## src/rtl/qspi_xfer.sv

```systemverilog
// Quad/dual/single SPI transfer engine: one command per accept, mode-3 SCLK
// with programmable half-period, MSB-first shifting on up to four lanes.
module qspi_xfer #(
  parameter int DW = 32,
  parameter int PW = 8
) (
  input  logic          clk,
  input  logic          arstn,
  input  logic          valid,
  output logic          ready,
  input  logic [DW-1:0] din,
  input  logic [3:0]    nbyte,
  input  logic [2:0]    format,
  input  logic          dummy,
  input  logic          last,
  input  logic [PW-1:0] prescale,
  output logic [DW-1:0] dout,
  output logic          done,
  output logic          sclk,
  output logic          cs_n,
  input  logic [3:0]    qdi,
  output logic [3:0]    qdo,
  output logic [3:0]    oe
);

  typedef enum logic [1:0] {S_IDLE, S_LOW, S_HIGH, S_DONE} state_t;

  localparam logic [3:0] NB_MAX = 4'(DW / 8);
  localparam logic [6:0] DW_L   = 7'(DW);

  // Lane select encoding: 0 = single, 1 = dual, 2 = quad.
  function automatic logic [3:0] lane_out(input logic [DW-1:0] sr, input logic [1:0] lsel);
    logic [3:0] r;
    case (lsel)
      2'd0:    r = {3'b000, sr[DW-1]};
      2'd1:    r = {2'b00, sr[DW-1 -: 2]};
      default: r = sr[DW-1 -: 4];
    endcase
    return r;
  endfunction

  function automatic logic [DW-1:0] tx_shift(input logic [DW-1:0] sr, input logic [1:0] lsel);
    logic [DW-1:0] r;
    case (lsel)
      2'd0:    r = sr << 1;
      2'd1:    r = sr << 2;
      default: r = sr << 4;
    endcase
    return r;
  endfunction

  // Single mode listens on qdi[1]; wider modes take qdi[L-1] as the first bit.
  function automatic logic [DW-1:0] rx_shift(input logic [DW-1:0] sr, input logic [1:0] lsel,
                                             input logic [3:0] d);
    logic [DW-1:0] r;
    case (lsel)
      2'd0:    r = {sr[DW-2:0], d[1]};
      2'd1:    r = {sr[DW-3:0], d[1:0]};
      default: r = {sr[DW-5:0], d};
    endcase
    return r;
  endfunction

  function automatic logic [3:0] oe_mask(input logic [1:0] lsel);
    logic [3:0] r;
    case (lsel)
      2'd0:    r = 4'b0001;
      2'd1:    r = 4'b0011;
      default: r = 4'b1111;
    endcase
    return r;
  endfunction

  state_t        state_q, state_d;
  logic [PW-1:0] cnt_q, cnt_d;
  logic [PW-1:0] pre_q, pre_d;
  logic [6:0]    beat_q, beat_d;
  logic [DW-1:0] tx_q, tx_d;
  logic [DW-1:0] rx_q, rx_d;
  logic [DW-1:0] dout_q, dout_d;
  logic          done_q, done_d;
  logic          sclk_q, sclk_d;
  logic          cs_n_q, cs_n_d;
  logic [3:0]    qdo_q, qdo_d;
  logic [3:0]    oe_q, oe_d;
  logic [1:0]    lsel_q, lsel_d;
  logic          rxm_q, rxm_d;
  logic          dummy_q, dummy_d;
  logic          last_q, last_d;

  logic [3:0]    nb_eff;
  logic [6:0]    nb_bits;
  logic [6:0]    beats_in;
  logic [1:0]    lsel_in;
  logic          rxm_in;
  logic [DW-1:0] tx_init;

  // Command decode, evaluated against the live inputs for the accept cycle.
  always_comb begin
    nb_eff   = (nbyte == 4'd0 || nbyte > NB_MAX) ? NB_MAX : nbyte;
    nb_bits  = {nb_eff, 3'b000};
    lsel_in  = format[2] ? (format[1] ? 2'd2 : 2'd1) : 2'd0;
    rxm_in   = format[2] & format[0];
    beats_in = nb_bits >> lsel_in;
    tx_init  = din << (DW_L - nb_bits);
  end

  always_comb begin
    state_d = state_q;
    cnt_d   = cnt_q;
    pre_d   = pre_q;
    beat_d  = beat_q;
    tx_d    = tx_q;
    rx_d    = rx_q;
    dout_d  = dout_q;
    done_d  = 1'b0;
    sclk_d  = sclk_q;
    cs_n_d  = cs_n_q;
    qdo_d   = qdo_q;
    oe_d    = oe_q;
    lsel_d  = lsel_q;
    rxm_d   = rxm_q;
    dummy_d = dummy_q;
    last_d  = last_q;

    case (state_q)
      S_IDLE: begin
        if (valid) begin
          pre_d   = prescale;
          lsel_d  = lsel_in;
          rxm_d   = rxm_in;
          dummy_d = dummy;
          last_d  = last;
          cnt_d   = '0;
          rx_d    = '0;
          if (format[2:1] == 2'b00) begin
            cs_n_d  = 1'b1;
            done_d  = 1'b1;
            state_d = S_DONE;
          end else begin
            cs_n_d  = 1'b0;
            sclk_d  = 1'b0;
            beat_d  = beats_in - 7'd1;
            oe_d    = (rxm_in || dummy) ? 4'b0000 : oe_mask(lsel_in);
            state_d = S_LOW;
            if (!rxm_in) begin
              qdo_d = lane_out(tx_init, lsel_in);
              tx_d  = tx_shift(tx_init, lsel_in);
            end
          end
        end
      end

      S_LOW: begin
        if (cnt_q == pre_q) begin
          cnt_d   = '0;
          sclk_d  = 1'b1;
          rx_d    = rx_shift(rx_q, lsel_q, qdi);
          state_d = S_HIGH;
        end else begin
          cnt_d = cnt_q + 1'b1;
        end
      end

      S_HIGH: begin
        if (cnt_q == pre_q) begin
          cnt_d = '0;
          if (beat_q == 7'd0) begin
            done_d  = 1'b1;
            oe_d    = 4'b0000;
            state_d = S_DONE;
            if (!dummy_q) dout_d = rx_q;
            if (last_q)   cs_n_d = 1'b1;
          end else begin
            beat_d  = beat_q - 7'd1;
            sclk_d  = 1'b0;
            state_d = S_LOW;
            if (!rxm_q) begin
              qdo_d = lane_out(tx_q, lsel_q);
              tx_d  = tx_shift(tx_q, lsel_q);
            end
          end
        end else begin
          cnt_d = cnt_q + 1'b1;
        end
      end

      S_DONE: begin
        state_d = S_IDLE;
      end

      default: state_d = S_IDLE;
    endcase
  end

  always_ff @(posedge clk or negedge arstn) begin
    if (!arstn) begin
      state_q <= S_IDLE;
      cnt_q   <= '0;
      pre_q   <= '0;
      beat_q  <= '0;
      tx_q    <= '0;
      rx_q    <= '0;
      dout_q  <= '0;
      done_q  <= 1'b0;
      sclk_q  <= 1'b1;
      cs_n_q  <= 1'b1;
      qdo_q   <= 4'b0000;
      oe_q    <= 4'b0000;
      lsel_q  <= 2'd0;
      rxm_q   <= 1'b0;
      dummy_q <= 1'b0;
      last_q  <= 1'b0;
    end else begin
      state_q <= state_d;
      cnt_q   <= cnt_d;
      pre_q   <= pre_d;
      beat_q  <= beat_d;
      tx_q    <= tx_d;
      rx_q    <= rx_d;
      dout_q  <= dout_d;
      done_q  <= done_d;
      sclk_q  <= sclk_d;
      cs_n_q  <= cs_n_d;
      qdo_q   <= qdo_d;
      oe_q    <= oe_d;
      lsel_q  <= lsel_d;
      rxm_q   <= rxm_d;
      dummy_q <= dummy_d;
      last_q  <= last_d;
    end
  end

  assign ready = (state_q == S_IDLE);
  assign done  = done_q;
  assign dout  = dout_q;
  assign sclk  = sclk_q;
  assign cs_n  = cs_n_q;
  assign qdo   = qdo_q;
  assign oe    = oe_q;

endmodule

```

## config.mk

```make
export PLATFORM = sky130hd
export DESIGN_NAME = qspi_xfer
export DESIGN_NICKNAME = d
export VERILOG_FILES = /design/src/rtl/qspi_xfer.sv
export SDC_FILE = /design/constraint.sdc
export NUM_CORES = 1
export LEC_CHECK = 0
export BUFFER_PORTS_ARGS = -buffer_cell sky130_fd_sc_hd__buf_2
export CORE_MARGIN = 4
export CORE_UTILIZATION = 55
export DETAILED_ROUTE_END_ITERATION = 10
export GPL_ROUTABILITY_DRIVEN = 0
export PLACE_DENSITY = 0.73
export SETUP_SLACK_MARGIN = 0.5
export SYNTH_ARGS = -nofsm -noshare
export SYNTH_HDL_FRONTEND = slang
export SYNTH_SLANG_ARGS = --single-unit
```

## constraint.sdc

```tcl
create_clock -name clk -period 6.7 [get_ports clk]
set_input_delay 1.005 -clock clk [delete_from_list [all_inputs] [get_ports clk]]
set_output_delay 1.005 -clock clk [all_outputs]
set_load 0.05 [all_outputs]
```

==> parameters.txt <==
Parameter                              Value

Drt
  Routed Wire Length ... between 20,000 and 25,000 um
  Mean number of vias per cell ... 6.09
  DRC violation count after routing ... 0
  Via count of the routed design ... around 7,200
  Antenna Nets Post-Route ... 0
  Number of detailed-route iterations in the first pass ... 5
  Final routed wire length divided by cell count ... around 18 um
  DR iter-0 viols ... 716

Critical path
  Maximum net fanout on the critical path ... 26
  Worst path arrival time ... 3900 ps
  CP delay by family, top ... adder cells
  Critical path buffers and inverters ... 3
  Element type at the critical path start ... input port
  Cell-by-cell listing of the critical path ... buf_2 -> nor3b_4 -> buf_4 -> inv_1 -> ha_1 -> mux4_2 -> a21boi_0 -> a32o_1 -> a21oi_1 -> a31oi_1
  Required time of the worst setup path ... 6960 ps
  Type of the worst setup path ... in2reg
  Delay contributed by the slowest stage of the critical path ... 830 ps
  Cell with the biggest individual delay on the critical path ... sky130_fd_sc_hd__ha_1
  Worst setup EP type ... register

Logic synthesis
  Net Count, Synth ... slightly below 1,000
  Most repeated cell in the gate-level netlist after synthesis ... sky130_fd_sc_hd__dfrtp_1
  Top cells by area, synth ... sky130_fd_sc_hd__dfrtp_1, sky130_fd_sc_hd__mux2i_1, sky130_fd_sc_hd__mux2_2
  Average cell area after synthesis ... 9.12 um^2
  Number of library cell types mapped by synthesis ... 67
  Post-synthesis instance area ... ~0.0085 mm^2
  Sequential cell area fraction in the yosys report ... around two fifths
  Share of synthesized flip-flops with an asynchronous set or reset ... 100%
  Number of enable flip-flop cells after synthesis ... 0
  Leading cell types by count after synthesis ... sky130_fd_sc_hd__dfrtp_1, sky130_fd_sc_hd__o21ai_0, sky130_fd_sc_hd__nand2_1, sky130_fd_sc_hd__mux2i_1
  Gate count of the mapped netlist ... 930
  Register bit count reported by yosys ... between 100 and 150
  Total number of yosys warnings ... 0
  Share of the synthesized area in the top cell type ... between 30 and 40%
  Commonest register cell after synthesis ... sky130_fd_sc_hd__dfrtp_1
  Cell taking the most area after synthesis ... sky130_fd_sc_hd__dfrtp_1

CTS
  Post-CTS Hold Fix Bufs ... 0
  Number of clock buffers inserted by TritonCTS ... 17
  Number of H-tree levels ... 4
  Buffers from clock root to sink, at most ... 2
  PostCTS Resize Cnt ... 0
  Clk pin slew, worst setup/hold paths ... approximately 60 ps
  Root buffer selected by CTS ... sky130_fd_sc_hd__clkbuf_16
  Clock latency of the later-clocked register in the worst-skew pair ... approximately 420 ps
  TritonCTS clock tree ... yes
  Count of buffers added by post-CTS timing repair for setup ... 0
  # clock sinks ... about 140

Global routing
  GR Util All Layers ... around 24%
  Met2 Use GR ... between 30 and 40%
  Largest net degree at the start of global routing ... 87
  Met1 GRT Util ... ~35%
  Busiest layer in global routing ... met2
  GR Util met3 ... between 4 and 5%
  Number of antenna violations at the first check in global routing ... 0
  Number of global-route vias before repair ... between 6,000 and 7,000
  First-pass GRT wire length ... between 30,000 and 40,000 um
  Total congestion overflow after global routing ... 0

Flow run
  Max-cap viol count ... 0

Finish
  Number of nets at the end of the flow ... 1,048
  Ratio of cells with drive above 1 in the final layout ... 21.7%
  Area of all sequential standard cells ... 0.00339 mm^2
  Layout Cell Area excl Fill ... about 0.0095 mm^2
  Antenna diode count ... 0
  Total area of multi-input combinational cells ... between 0.004 and 0.005 mm^2
  Area delta synth->final ... 12.6%
  Final-layout fill cell count ... 1,284

Timing
  Highest attainable clock frequency ... 275 MHz
  Max Transition Viols Final ... 0
  Least-Margin Pin Slew ... roughly 1100 ps
  Fin crit share ... 54.4%
  Relative slew margins ... roughly 30%
  Minimum period implied by the final worst setup slack ... between 3000 and 4000 ps
  Post-Route Setup TNS ... 0 ps
  Final setup violation count ... 0
  Clock skew ... 9.13 ps
  Hold Fails Final Rpt ... 0
  Unrepaired setup endpoints after global routing ... false

Power and ir drop
  Worst-case vdd ir drop ... approximately 0.29 mV
  LEAKAGE ... just over 0.004 uW
  Total power divided by cell area ... 403 mW/mm^2

Worst hold path
  Worst hold-check path type ... reg2reg

Floorplan
  Placement Rows ... 45
  DIE AREA ... roughly 0.017 mm^2
  Boundary Pins ... 100
  Placeable core region ... approximately 0.015 mm^2
  Die boundary width ... between 100 and 150 um
  Die outline height ... about 130 um
  Initial Utilization ... between 50% and 60%

Outcome
  Run status ... complete, no violations

Placement
  Buffers added on ports ... between 90 and 100
  Placed cell areas ... roughly 0.0090 mm^2
  Detail Placement HPWL ... roughly 14,000 um
[final timing paths]
| path | startpoint | to | slack [ps] | cells after the start |
|---|---|---|---|---|
| setup / recovery | nbyte[0] | tx_q[31] | 3060 | 10 |
| hold / removal | rxm_q | rxm_q | 490 | 2 |
| setup reg to reg | cnt_q[0] | tx_q[10] | 3290 | 6 |
| hold reg to reg | rxm_q | rxm_q | 490 | 2 |
| max in group asynchronous | arstn | tx_q[23] | 4940 | 2 |
| min in group asynchronous | arstn | beat_q[1] | 640 | 1 |
[worst reg2reg max path, stage by stage, from the launching register on]
cell and delay, ps:
sky130_fd_sc_hd__dfrtp_1 440, sky130_fd_sc_hd__xor2_1 170, sky130_fd_sc_hd__nor4_2 410, sky130_fd_sc_hd__nand2_1 450, sky130_fd_sc_hd__a211oi_4 890, sky130_fd_sc_hd__buf_4 540, sky130_fd_sc_hd__mux2_2 400
[per-stage QoR]
stage | power (uW) | std cells | hold slack [ps] | util, % | worst slack, ps
after floorplan | 2550 | 930 | 451 | - | 3280
after global placement | 2900 | 1154 | 471 | 59.3 | 2760
after detailed placement | 2930 | 1154 | 477 | 59.3 | 2680
after CTS | 3840 | 1186 | 491 | 63.0 | 3120
after global routing | 4100 | 1186 | 514 | 63.0 | 2810
final | 3840 | 1186 | 494 | 63.0 | 3060
[cell type report]
cell class / instances / share of cell area (%)
Clock inverter: 13 / 1.27
Timing Repair Buffer: 107 / 5.88
Multi-Input combinational cell: 681 / 48.6
Sequential cell: 135 / 35.5
Inverter: 43 / 1.69
Clock buffer: 19 / 4.64
Tap cell: 188 / 2.46
[registers in the layout (all words and copies together) (netlist names), 2 cells and up]
name     flops
rx_q        32
state_q      2
lsel_q       2
dout        32
oe           3
pre_q        8
tx_q        31
qdo          4
beat_q       7
cnt_q        8
[report_power, final]
part / switching (uW) / internal, uW
Sequential: 317 / 1030
Clock: 379 / 523
Combinational: 970 / 621
Total: 1670 / 2180
[cells by family (layout without fill, tap and decap cells)]
logic type                 count (synthesis)  count (layout)  synth area share (%)
adders and majority gates                  7               7                  1.03
AOI/OAI and AO/OA                        251             251                  18.0
and+or+nand+nor                          250             250                  13.6
xor gates and xnor gates                  18              18                  1.86
muxes                                    155             155                  20.0
DFF                                      135             135                  39.9
buffers and inverters                    114             182                  5.64
[per-layer routing]
| metal | wire (um) | part of all wire [%] | vias up |
|---|---|---|---|
| li1 | - | - | 3448 |
| met1 | 9780 | 46 | 3450 |
| met2 | 9450 | 45 | 275 |
| met3 | 1440 | 6.8 | 49 |
| met4 | 531 | 2.5 | 0 |
| met5 | 0 | 0 | - |
[layout by cell type, fill, tap and decap left out, types with 5 or more instances in the layout]
cell type | netlist | final
sky130_fd_sc_hd__a31oi_1 | 19 | 19
sky130_fd_sc_hd__inv_1 | 41 | 41
sky130_fd_sc_hd__xor2_1 | 14 | 14
sky130_fd_sc_hd__nor2_1 | 58 | 58
sky130_fd_sc_hd__clkbuf_16 | 0 | 17
sky130_fd_sc_hd__nand2_1 | 97 | 97
sky130_fd_sc_hd__ha_1 | 7 | 6
sky130_fd_sc_hd__nor3_1 | 8 | 7
sky130_fd_sc_hd__clkinvlp_4 | 0 | 5
sky130_fd_sc_hd__mux2_2 | 58 | 58
sky130_fd_sc_hd__a21oi_1 | 35 | 35
sky130_fd_sc_hd__nand3_1 | 51 | 51
sky130_fd_sc_hd__buf_2 | 13 | 98
sky130_fd_sc_hd__a22oi_1 | 18 | 18
sky130_fd_sc_hd__nand2b_1 | 8 | 8
sky130_fd_sc_hd__a32oi_1 | 5 | 5
sky130_fd_sc_hd__o21ai_0 | 113 | 113
sky130_fd_sc_hd__nor4_1 | 5 | 5
sky130_fd_sc_hd__mux2i_1 | 91 | 91
sky130_fd_sc_hd__buf_4 | 1 | 8
sky130_fd_sc_hd__o211ai_1 | 13 | 13
sky130_fd_sc_hd__dfrtp_1 | 133 | 131
sky130_fd_sc_hd__o21ai_1 | 5 | 5
(Power assumes the default switching activity.)
